`config.mk`:
```
export PLATFORM = sky130hd
export DESIGN_NAME = instr_encoder
export DESIGN_NICKNAME = d
export VERILOG_FILES = /design/src/rtl/instr_encoder_pkg.sv /design/src/rtl/instr_encoder_pack.sv /design/src/rtl/instr_encoder.sv
export SDC_FILE = /design/constraint.sdc
export NUM_CORES = 1
export LEC_CHECK = 0
export CAP_MARGIN = 10
export CORE_MARGIN = 2
export CORE_UTILIZATION = 45
export CTS_BUF_LIST = sky130_fd_sc_hd__clkbuf_16
export CTS_CLUSTER_DIAMETER = 150
export CTS_CLUSTER_SIZE = 40
export DETAILED_ROUTE_END_ITERATION = 6
export DONT_BUFFER_PORTS = 1
export PLACE_DENSITY = 0.61
export SYNTH_ARGS = -nofsm -noshare
export SYNTH_HDL_FRONTEND = slang
export SYNTH_HIERARCHICAL = 1
export SYNTH_SLANG_ARGS = --single-unit
```
`constraint.sdc`:
```
create_clock -name clk -period 2.2 [get_ports clk]
set_input_delay 0.33 -clock clk [delete_from_list [all_inputs] [get_ports clk]]
set_output_delay 0.33 -clock clk [all_outputs]
set_load 0.005 [all_outputs]
```
`src/rtl/instr_encoder_pkg.sv`:
```
// Shared definitions for the MIPS instruction encoder: opcodes, FSM states and
// field bit positions (same positions the control decoder slices).
package instr_encoder_pkg;

  localparam logic [5:0] OP_RTYPE = 6'h00;
  localparam logic [5:0] OP_J     = 6'h02;
  localparam logic [5:0] OP_JAL   = 6'h03;

  typedef enum logic [1:0] {
    IDLE  = 2'd0,
    WRITE = 2'd1,
    HALT  = 2'd2
  } state_e;

  localparam int OP_LSB     = 26;
  localparam int RS_LSB     = 21;
  localparam int RT_LSB     = 16;
  localparam int RD_LSB     = 11;
  localparam int SHAMT_LSB  = 6;
  localparam int FUNCT_LSB  = 0;
  localparam int IMM_LSB    = 0;
  localparam int TARGET_LSB = 0;

  function automatic logic is_jump(input logic [5:0] code);
    return (code == OP_J) || (code == OP_JAL);
  endfunction

endpackage

```
`src/rtl/instr_encoder_pack.sv`:
```
// Combinational field packer: builds a 32-bit MIPS word from a unified opcode
// and operand fields, and flags requests that would decode as R-type by mistake.
module instr_pack
  import instr_encoder_pkg::*;
(
  input  logic        rtype_i,
  input  logic [5:0]  code_i,
  input  logic [4:0]  rs_i,
  input  logic [4:0]  rt_i,
  input  logic [4:0]  rd_i,
  input  logic [4:0]  shamt_i,
  input  logic [15:0] imm_i,
  input  logic [25:0] target_i,
  output logic [31:0] word_o,
  output logic        illegal_o
);

  always_comb begin
    word_o    = '0;
    // A non-R request with opcode 0 would be read back as an R-type word.
    illegal_o = !rtype_i && (code_i == OP_RTYPE);
    if (rtype_i) begin
      word_o[OP_LSB +: 6]    = OP_RTYPE;
      word_o[RS_LSB +: 5]    = rs_i;
      word_o[RT_LSB +: 5]    = rt_i;
      word_o[RD_LSB +: 5]    = rd_i;
      word_o[SHAMT_LSB +: 5] = shamt_i;
      word_o[FUNCT_LSB +: 6] = code_i;
    end else if (is_jump(code_i)) begin
      word_o[OP_LSB +: 6]      = code_i;
      word_o[TARGET_LSB +: 26] = target_i;
    end else begin
      word_o[OP_LSB +: 6]   = code_i;
      word_o[RS_LSB +: 5]   = rs_i;
      word_o[RT_LSB +: 5]   = rt_i;
      word_o[IMM_LSB +: 16] = imm_i;
    end
  end

endmodule

```
`src/rtl/instr_encoder.sv`:
```
// Program loader: encodes instructions and streams them into instruction
// memory at consecutive word addresses, one word per two cycles.
module instr_encoder
  import instr_encoder_pkg::*;
#(
  parameter logic [31:0] BASE_ADDR = 32'h0000_3000,
  parameter int          DEPTH     = 1024
) (
  input  logic        clk,
  input  logic        reset,
  input  logic        start,
  input  logic        in_valid,
  output logic        in_ready,
  input  logic        in_rtype,
  input  logic [5:0]  in_code,
  input  logic [4:0]  in_rs,
  input  logic [4:0]  in_rt,
  input  logic [4:0]  in_rd,
  input  logic [4:0]  in_shamt,
  input  logic [15:0] in_imm,
  input  logic [25:0] in_target,
  output logic        im_we,
  output logic [31:0] im_addr,
  output logic [31:0] im_wdata,
  output logic [10:0] count,
  output logic        full,
  output logic        err
);

  localparam logic [10:0] DEPTH_C = 11'(DEPTH);

  state_e      state_q, state_d;
  logic [31:0] addr_q, addr_d;
  logic [31:0] word_q, word_d;
  logic [10:0] count_q, count_d;
  logic        err_q, err_d;
  logic [31:0] pack_word;
  logic        pack_illegal;
  logic        accept;

  instr_pack u_pack (
    .rtype_i   (in_rtype),
    .code_i    (in_code),
    .rs_i      (in_rs),
    .rt_i      (in_rt),
    .rd_i      (in_rd),
    .shamt_i   (in_shamt),
    .imm_i     (in_imm),
    .target_i  (in_target),
    .word_o    (pack_word),
    .illegal_o (pack_illegal)
  );

  always_ff @(posedge clk or posedge reset) begin
    if (reset) begin
      state_q <= IDLE;
      addr_q  <= BASE_ADDR;
      word_q  <= '0;
      count_q <= '0;
      err_q   <= 1'b0;
    end else begin
      state_q <= state_d;
      addr_q  <= addr_d;
      word_q  <= word_d;
      count_q <= count_d;
      err_q   <= err_d;
    end
  end

  always_comb begin
    state_d  = state_q;
    addr_d   = addr_q;
    word_d   = word_q;
    count_d  = count_q;
    err_d    = err_q;
    full     = (count_q == DEPTH_C);
    in_ready = !reset && (state_q == IDLE) && !full;
    im_we    = (state_q == WRITE);
    accept   = in_valid && in_ready;

    // start outranks everything; a write already on the bus this cycle still lands.
    if (start) begin
      state_d = IDLE;
      addr_d  = BASE_ADDR;
      count_d = '0;
      err_d   = 1'b0;
    end else begin
      unique case (state_q)
        IDLE: begin
          if (accept) begin
            if (pack_illegal) begin
              err_d = 1'b1;
            end else begin
              word_d  = pack_word;
              state_d = WRITE;
            end
          end
        end
        WRITE: begin
          addr_d  = addr_q + 32'd4;
          count_d = count_q + 11'd1;
          state_d = ((count_q + 11'd1) == DEPTH_C) ? HALT : IDLE;
        end
        HALT: begin
          state_d = HALT;
        end
        default: state_d = IDLE;
      endcase
    end
  end

  assign im_addr  = addr_q;
  assign im_wdata = word_q;
  assign count    = count_q;
  assign err      = err_q;

endmodule

```
==> results of run 1 <==
-- worst paths after layout --
kind,cells past startpoint,to,start
max in group asynchronous,3,im_addr[12]$_DFFE_PP1N_,reset
max,7,state_q[1]$_DFFE_PP0P_,count[1]$_DFFE_PP0N_
min,1,im_addr[11]$_DFFE_PP0N_,start
min reg2reg,2,count[1]$_DFFE_PP0N_,count[1]$_DFFE_PP0N_
max reg2reg,7,state_q[1]$_DFFE_PP0P_,count[1]$_DFFE_PP0N_
min in group asynchronous,2,count[8]$_DFFE_PP0N_,reset
-- kinds of logic (layout without fill, tap and decap cells) --
logic type | count (synthesis) | in the layout | share of synthesized area (%)
compound gates | 69 | 69 | 11.7
other cells | 1 | 2 | 0.0884
xor+xnor | 34 | 34 | 7.02
flops | 76 | 76 | 44.9
simple gates | 147 | 147 | 19.1
fa+ha+maj | 4 | 4 | 1.18
buf+inv | 36 | 43 | 4.87
mux | 42 | 42 | 11.2
-- routing by layer --
layer,GRT usage (%),share of wire [%],vias up
met4,5.93,1.0,0
met2,29.8,48,128
met5,0,0,-
met3,7.07,9.2,10
li1,-,-,1476
met1,23.6,42,1528
-- cell type report --
type	instances	area share (%)
Inverter	12	1.04
Sequential cell	76	40.7
Timing Repair Buffer	15	3.00
Clock buffer	9	4.82
Multi-Input combinational cell	298	45.7
Clock inverter	7	1.79
Tap cell	111	2.97
-- state kept, by name (all words and copies together), names as in the netlist --
| register | cells |
|---|---|
| im_addr | 30 |
| err | 1 |
| state_q | 2 |
| im_wdata | 32 |
| count | 11 |
-- power by group through the flow --
stage               clock network [W]  logic, W  registers [W]
global placement                    0  0.000285        0.00167
floorplan                           0  0.000268        0.00164
finish                        0.00153  0.000296        0.00165
detailed placement                  0  0.000300        0.00167
global route                  0.00165  0.000328        0.00166
CTS                           0.00158  0.000303        0.00165
-- per-stage QoR --
stage | hold slack, ps | utilization (%) | std cells | cell area [µm²]
3_5_place_dp | 257 | 47.4 | 511 | 4360
2_1_floorplan | 486 | - | 410 | 4250
6_report | 66.4 | 50.8 | 528 | 4680
5_1_grt | 46.0 | 50.8 | 528 | 4680
4_1_cts | 50.2 | 50.8 | 528 | 4680
3_3_place_gp | 259 | 47.4 | 511 | 4360
-- layout by cell type, fill, tap and decap left out, drive strengths merged, types with 2 or more instances in the layout --
cell      netlist  layout
nand3          11      11
nand4          12      12
xor2           10      10
o2111ai         2       2
conb            1       2
nor2           41      41
a2bb2oi        15      15
or3b            2       2
nand2b          3       3
a31oi          16      16
nor2b           7       7
clkbuf         13       9
dfstp           2       2
and4            4       4
mux2           42      42
inv            11      12
nor4           11      11
a21oi           9       9
or3             3       3
clkinvlp        0       2
bufinv          0       2
and3            2       2
clkinv          1       3
o21ai          21      21
dfrtp          74      74
nand2          25      25
xnor2          24      24
and2            3       3
buf            10      14
nor3           17      17
or4             2       2
ha              4       4
-- repair_timing --
| action | in CTS | in global routing |
|---|---|---|
| setup endpoints to repair | 0 | 0 |
| endpoints found under the hold margin | 20 | 0 |
| hold buffers | 1 | 0 |
| setup buffers | 0 | 0 |
==> metrics.md, run 1 <==
| Metric | Value |
|---|---|
| Htree depth | 3 |
| WL per Instance | 18.4 µm |
| List of most frequent post-synthesis cells | dfrtp_1 (74), mux2_2 (42), nor2_1 (40) |
| Top Ports | 152 |
| Synth Register Bits | 76 |
| Vias in the first global route | 3030 |
| CTS resizes | 0 |
| Root Buffer | clkbuf_16 |
| WL final | 9.72 mm |
| Routed vias | 3142 |
| Slew @ Worst Pin | 735 ps |
| FMAX | 522 MHz |
| GPL Wtd Cong | 0.782 |
| Syn avg cell area | 10.4 µm² |
| Rows | 35 |
| Sw power | 0.000792 W |
| Comb pwr share | 8.5% |
| TritonCTS Sinks | 76 |
| Share of layout cells above drive strength 1 | 23.0% |
| Effective utilization at floorplan | 46.1% |
| Leak pwr | 1.86 nW |
| PD cells | 743 mW/mm² |
| Cells after Synth | 409 |
| Hpwl dp | 6.83 mm |
| Int Pwr | 0.00268 W |
| Crit end category | register |
| Count leader, synth | dfrtp_1 |
| First-pass GRT wire length | 15.1 mm |
| Max cap viols | 0 |
| Fillers | 833 |
| Fin. max-slew vios | 0 |
| Register area share after synthesis | 44.9% |
| Port bufs | 0 |
| Worst-skew pair later-pin latency | 330 ps |
| Worst Path Required | 2410 ps |
| Critical Path AT | 2120 ps |
| Clock power frac | 44.1% |
| DR iter-0 viols | 146 |
| Final Skew | 8.16 ps |
| Drt drc | 0 |
| Nets | 489 |
| Reg-to-reg slack, setup | 280 ps |
| Antenna diodes | 0 |
| Minimum clock period | 1920 ps |
| Crit path largest cell delay | 460 ps |
| Worst vdd ir | 0.391 mV |
| Worst setup margin | 283 ps |
| Pin count of the biggest net entering global routing | 49 |
| Multi-input logic area | 0.00213 mm² |
| Most used cell along the critical path | nand4_1 |
| Core area | 0.00920 mm² |
| Die Wd | 101 µm |
| Area delta synth->final | 10.2% |
| Switching share of power | 22.8% |
| Final setup fails | 0 |
| Critical path peak fanout | 8 |
| Clock tree buffer depth | 2 |
| Setup TNS Final | 0 ps |
| Share of the synthesized area in the top cell type | 43.7% |
| Largest delay share family, worst path | simple AND/OR/NAND/NOR gates |
| Post-route antenna net violation count | 0 |
| Total grt overflow | 0 |
| Status | finished clean |
| Post-synth cell types | 57 |
| Via density | 5.95 |
| Startpoint types | register |
| Critical path buffers and inverters | 1 |
| Final Hold Vio Count | 0 |
| Initial antenna violation count | 0 |
| Crit-path slowest cell | or3_1 |
| WS Path Type | reg2reg |
| Ys flop type | dfrtp_1 |
| Main area contributors after synthesis | dfrtp_1 (44%), mux2_2 (11%), xnor2_1 (5.0%), nor2_1 (3.5%), a2bb2oi_1 (3.1%) |
| First-pass DRT Iterations | 4 |
| Reg power frac | 47.4% |
| RSZ-0062 raised after global routing | no |
| CTS tree | built |
| Period utilization | 87.2% |
| Ys async rst share | 100% |
| Post-placement setup slack | 99.6 ps |
| Clock transition at path regs | 60 ps |
| Die Y | 101 µm |
| Die ar. | 0.0102 mm² |
| Worst-path cell chain | buf_4 > ha_1 > nand4_1 > or3_1 > nand4_1 > nand4b_1 > a21oi_1 |
| Final Power | 0.00347 W |
| Headroom to the max-slew limit | 50.9% |
| Register area | 0.00190 mm² |
| Hold crit path type | in2reg |
| GRT Overall Usage | 18.7% |
| Mapped Area | 0.00424 mm² |
| Total CTS buffers | 9 |
| Number of synthesized flops with an enable pin | 0 |
| Synth Warn # | 6 |
| Leading area contributor after synthesis | dfrtp_1 |
Power figures use the tool's default switching activity.
==> inputs of run 2 (changes only) <==
Settings changed: CORE_UTILIZATION 45 to 35, CTS_BUF_LIST sky130_fd_sc_hd__clkbuf_16 to not set, PLACE_DENSITY 0.61 to 0.5.
==> metrics.md, run 2 (same netlist as run 1, synthesis figures left out) <==
| Metric | Value |
|---|---|
| Htree depth | 3 (unchanged) |
| Headroom to the max-slew limit | 49.6% (-1.4 points) |
| TritonCTS Sinks | 76 (unchanged) |
| Core area | 0.0119 mm² (+30%) |
| CTS resizes | 0 (unchanged) |
| Total grt overflow | 0 (unchanged) |
| Effective utilization at floorplan | 35.6% (-11 points) |
| Clock tree buffer depth | 2 (unchanged) |
| Via density | 5.49 (-7.7%) |
| Leak pwr | 1.86 nW (-0.40%) |
| Total CTS buffers | 9 (unchanged) |
| CTS tree | built |
| WHS Path Cells | 1 (unchanged) |
| Final Skew | 6.66 ps (-1.50 ps) |
| Final setup fails | 0 (unchanged) |
| Max FFs per register | 32 (unchanged) |
| Worst setup margin | 233 ps (-50.1 ps) |
| Top Ports | 152 (unchanged) |
| Most common cell after layout, fill and taps aside | dfrtp_1 |
| Reg-to-reg slack, setup | 270 ps (about the same) |
| Post-route antenna net violation count | 0 (unchanged) |
| Worst vdd ir | 0.405 mV (+3.4%) |
| Fillers | 1223 (+47%) |
| DR iter-0 viols | 109 (-25%) |
| Rows | 40 (+14%) |
| Area delta synth->final | 11.0% |
| Drt drc | 0 (unchanged) |
| WL final | 10.3 mm (+5.7%) |
| First-pass DRT Iterations | 4 (unchanged) |
| Util after Layout | 39.5% (-11 points) |
| Status | finished clean |
| Die Wd | 114 µm (+13%) |
| Crit path largest cell delay | 430 ps (-30 ps) |
| Fin. max-slew vios | 0 (unchanged) |
| Share of layout cells above drive strength 1 | 23.9% (+0.90 points) |
| Nets | 490 (+0.20%) |
| Setup TNS Final | 0 ps (unchanged) |
| Critical path peak fanout | 6 (-2) |
| Worst Path Required | 1870 ps (-540 ps) |
| Hpwl dp | 7.13 mm (+4.3%) |
| Clock transition at path regs | 60 ps (about the same) |
| WL per Instance | 18.2 µm (-1.2%) |
| First-pass GRT wire length | 16.3 mm (+7.7%) |
| GPL Wtd Cong | 0.804 (+2.8%) |
| Minimum clock period | 1970 ps (+50.1 ps) |
| Die ar. | 0.0130 mm² (+27%) |
| Post-placement setup slack | 126 ps (+26.4 ps) |
| Crit end category | output port |
| Pin count of the biggest net entering global routing | 58 (+18%) |
| Port bufs | 0 (unchanged) |
| WS Path Type | reg2out |
| Critical Path AT | 1640 ps (-480 ps) |
| Startpoint types | register |
| GRT Overall Usage | 16.0% (-2.7 points) |
| Vias in the first global route | 3101 (+2.3%) |
| R2R cell count | 7 (unchanged) |
| Final Hold Vio Count | 0 (unchanged) |
| Root Buffer | clkbuf_16 |
| FMAX | 508 MHz (-2.5%) |
| Most frequent cells in the layout | dfrtp_1 (74), mux2_2 (42), nor2_1 (40) |
| Period utilization | 89.4% (+2.3 points) |
| Antenna diodes | 0 (unchanged) |
| Die Y | 114 µm (+13%) |
| RSZ-0062 raised after global routing | no |
| Hold crit path type | in2reg |
| Crit-path slowest cell | dfrtp_1 |
| Worst-path cell chain | inv_1 > ha_1 > nor3b_1 > nand4_1 > and2_1 |
| Initial antenna violation count | 0 (unchanged) |
| Routed vias | 3102 (-1.3%) |
| Worst-skew pair later-pin latency | 340 ps (about the same) |
| Hold-fix buffers, CTS | 1 (unchanged) |
| Post-CTS setup buffer count | 0 (unchanged) |
| Max cap viols | 0 (unchanged) |
| PD cells | 715 mW/mm² (-3.8%) |
| Slew @ Worst Pin | 756 ps (+20.5 ps) |
[run 2: cell count changes in the layout (fill, tap and decap cells not counted), sizes merged]
cell    previous run  this run
buf               14        15
bufinv             2         0
clkbuf             9        12
clkinv             3         4
inv               12        10
[run 2: area by class of cell]
| cell class | count | area (µm²) | share of cell area [%] |
|---|---|---|---|
| multi-input combinational | 298 | 2130 | 45.3 |
| sequential | 76 | 1900 | 40.4 |
| clock buffer | 12 | 267 | 5.66 |
| tap | 147 | 184 | 3.91 |
| timing repair buffer | 16 | 148 | 3.14 |
| inverter | 12 | 48.8 | 1.04 |
| clock inverter | 4 | 22.5 | 0.478 |
[run 2: per-stage QoR]
stage	total power, W	hold slack (ps)	std cells	cell area [µm²]
6_report	0.00337	48.7	565	4710
5_1_grt	0.00354	32.6	565	4710
4_1_cts	0.00344	28.8	565	4710
3_5_place_dp	0.00198	248	548	4410
3_3_place_gp	0.00196	246	548	4410
2_1_floorplan	0.00190	486	410	4250
[run 2: power breakdown]
group	total, W	internal, W	switching [W]
Combinational	0.000296	0.000168	0.000128
Sequential	0.00165	0.00154	0.000111
Clock	0.00143	0.000850	0.000576
Total	0.00337	0.00255	0.000814
[run 2: worst paths after layout]
check | endpoint | start
setup / recovery | in_ready | count[1]$_DFFE_PP0N_
hold / removal | count[10]$_DFFE_PP0N_ | start
setup reg to reg | im_wdata[2]$_DFFE_PP0P_ | count[1]$_DFFE_PP0N_
hold reg to reg | count[0]$_DFFE_PP0N_ | count[0]$_DFFE_PP0N_
max in group asynchronous | im_addr[12]$_DFFE_PP1N_ | reset
min in group asynchronous | count[4]$_DFFE_PP0N_ | reset
[run 2: critical path, delay by kind of cell (launching register included)]
family	cells	cell delay [ps]
fa+ha+maj	1	140
buf+inv	1	80
simple gates	3	650
flops	1	430
[run 2: routing by layer]
layer,track usage [%],vias to the layer above,wire length (µm),part of all wire (%)
li1,-,1477,-,-
met1,20.6,1505,4540,44
met2,24.5,100,4680,46
met3,6.35,20,839,8.2
met4,6.02,0,205,2.0
met5,0,-,0,0
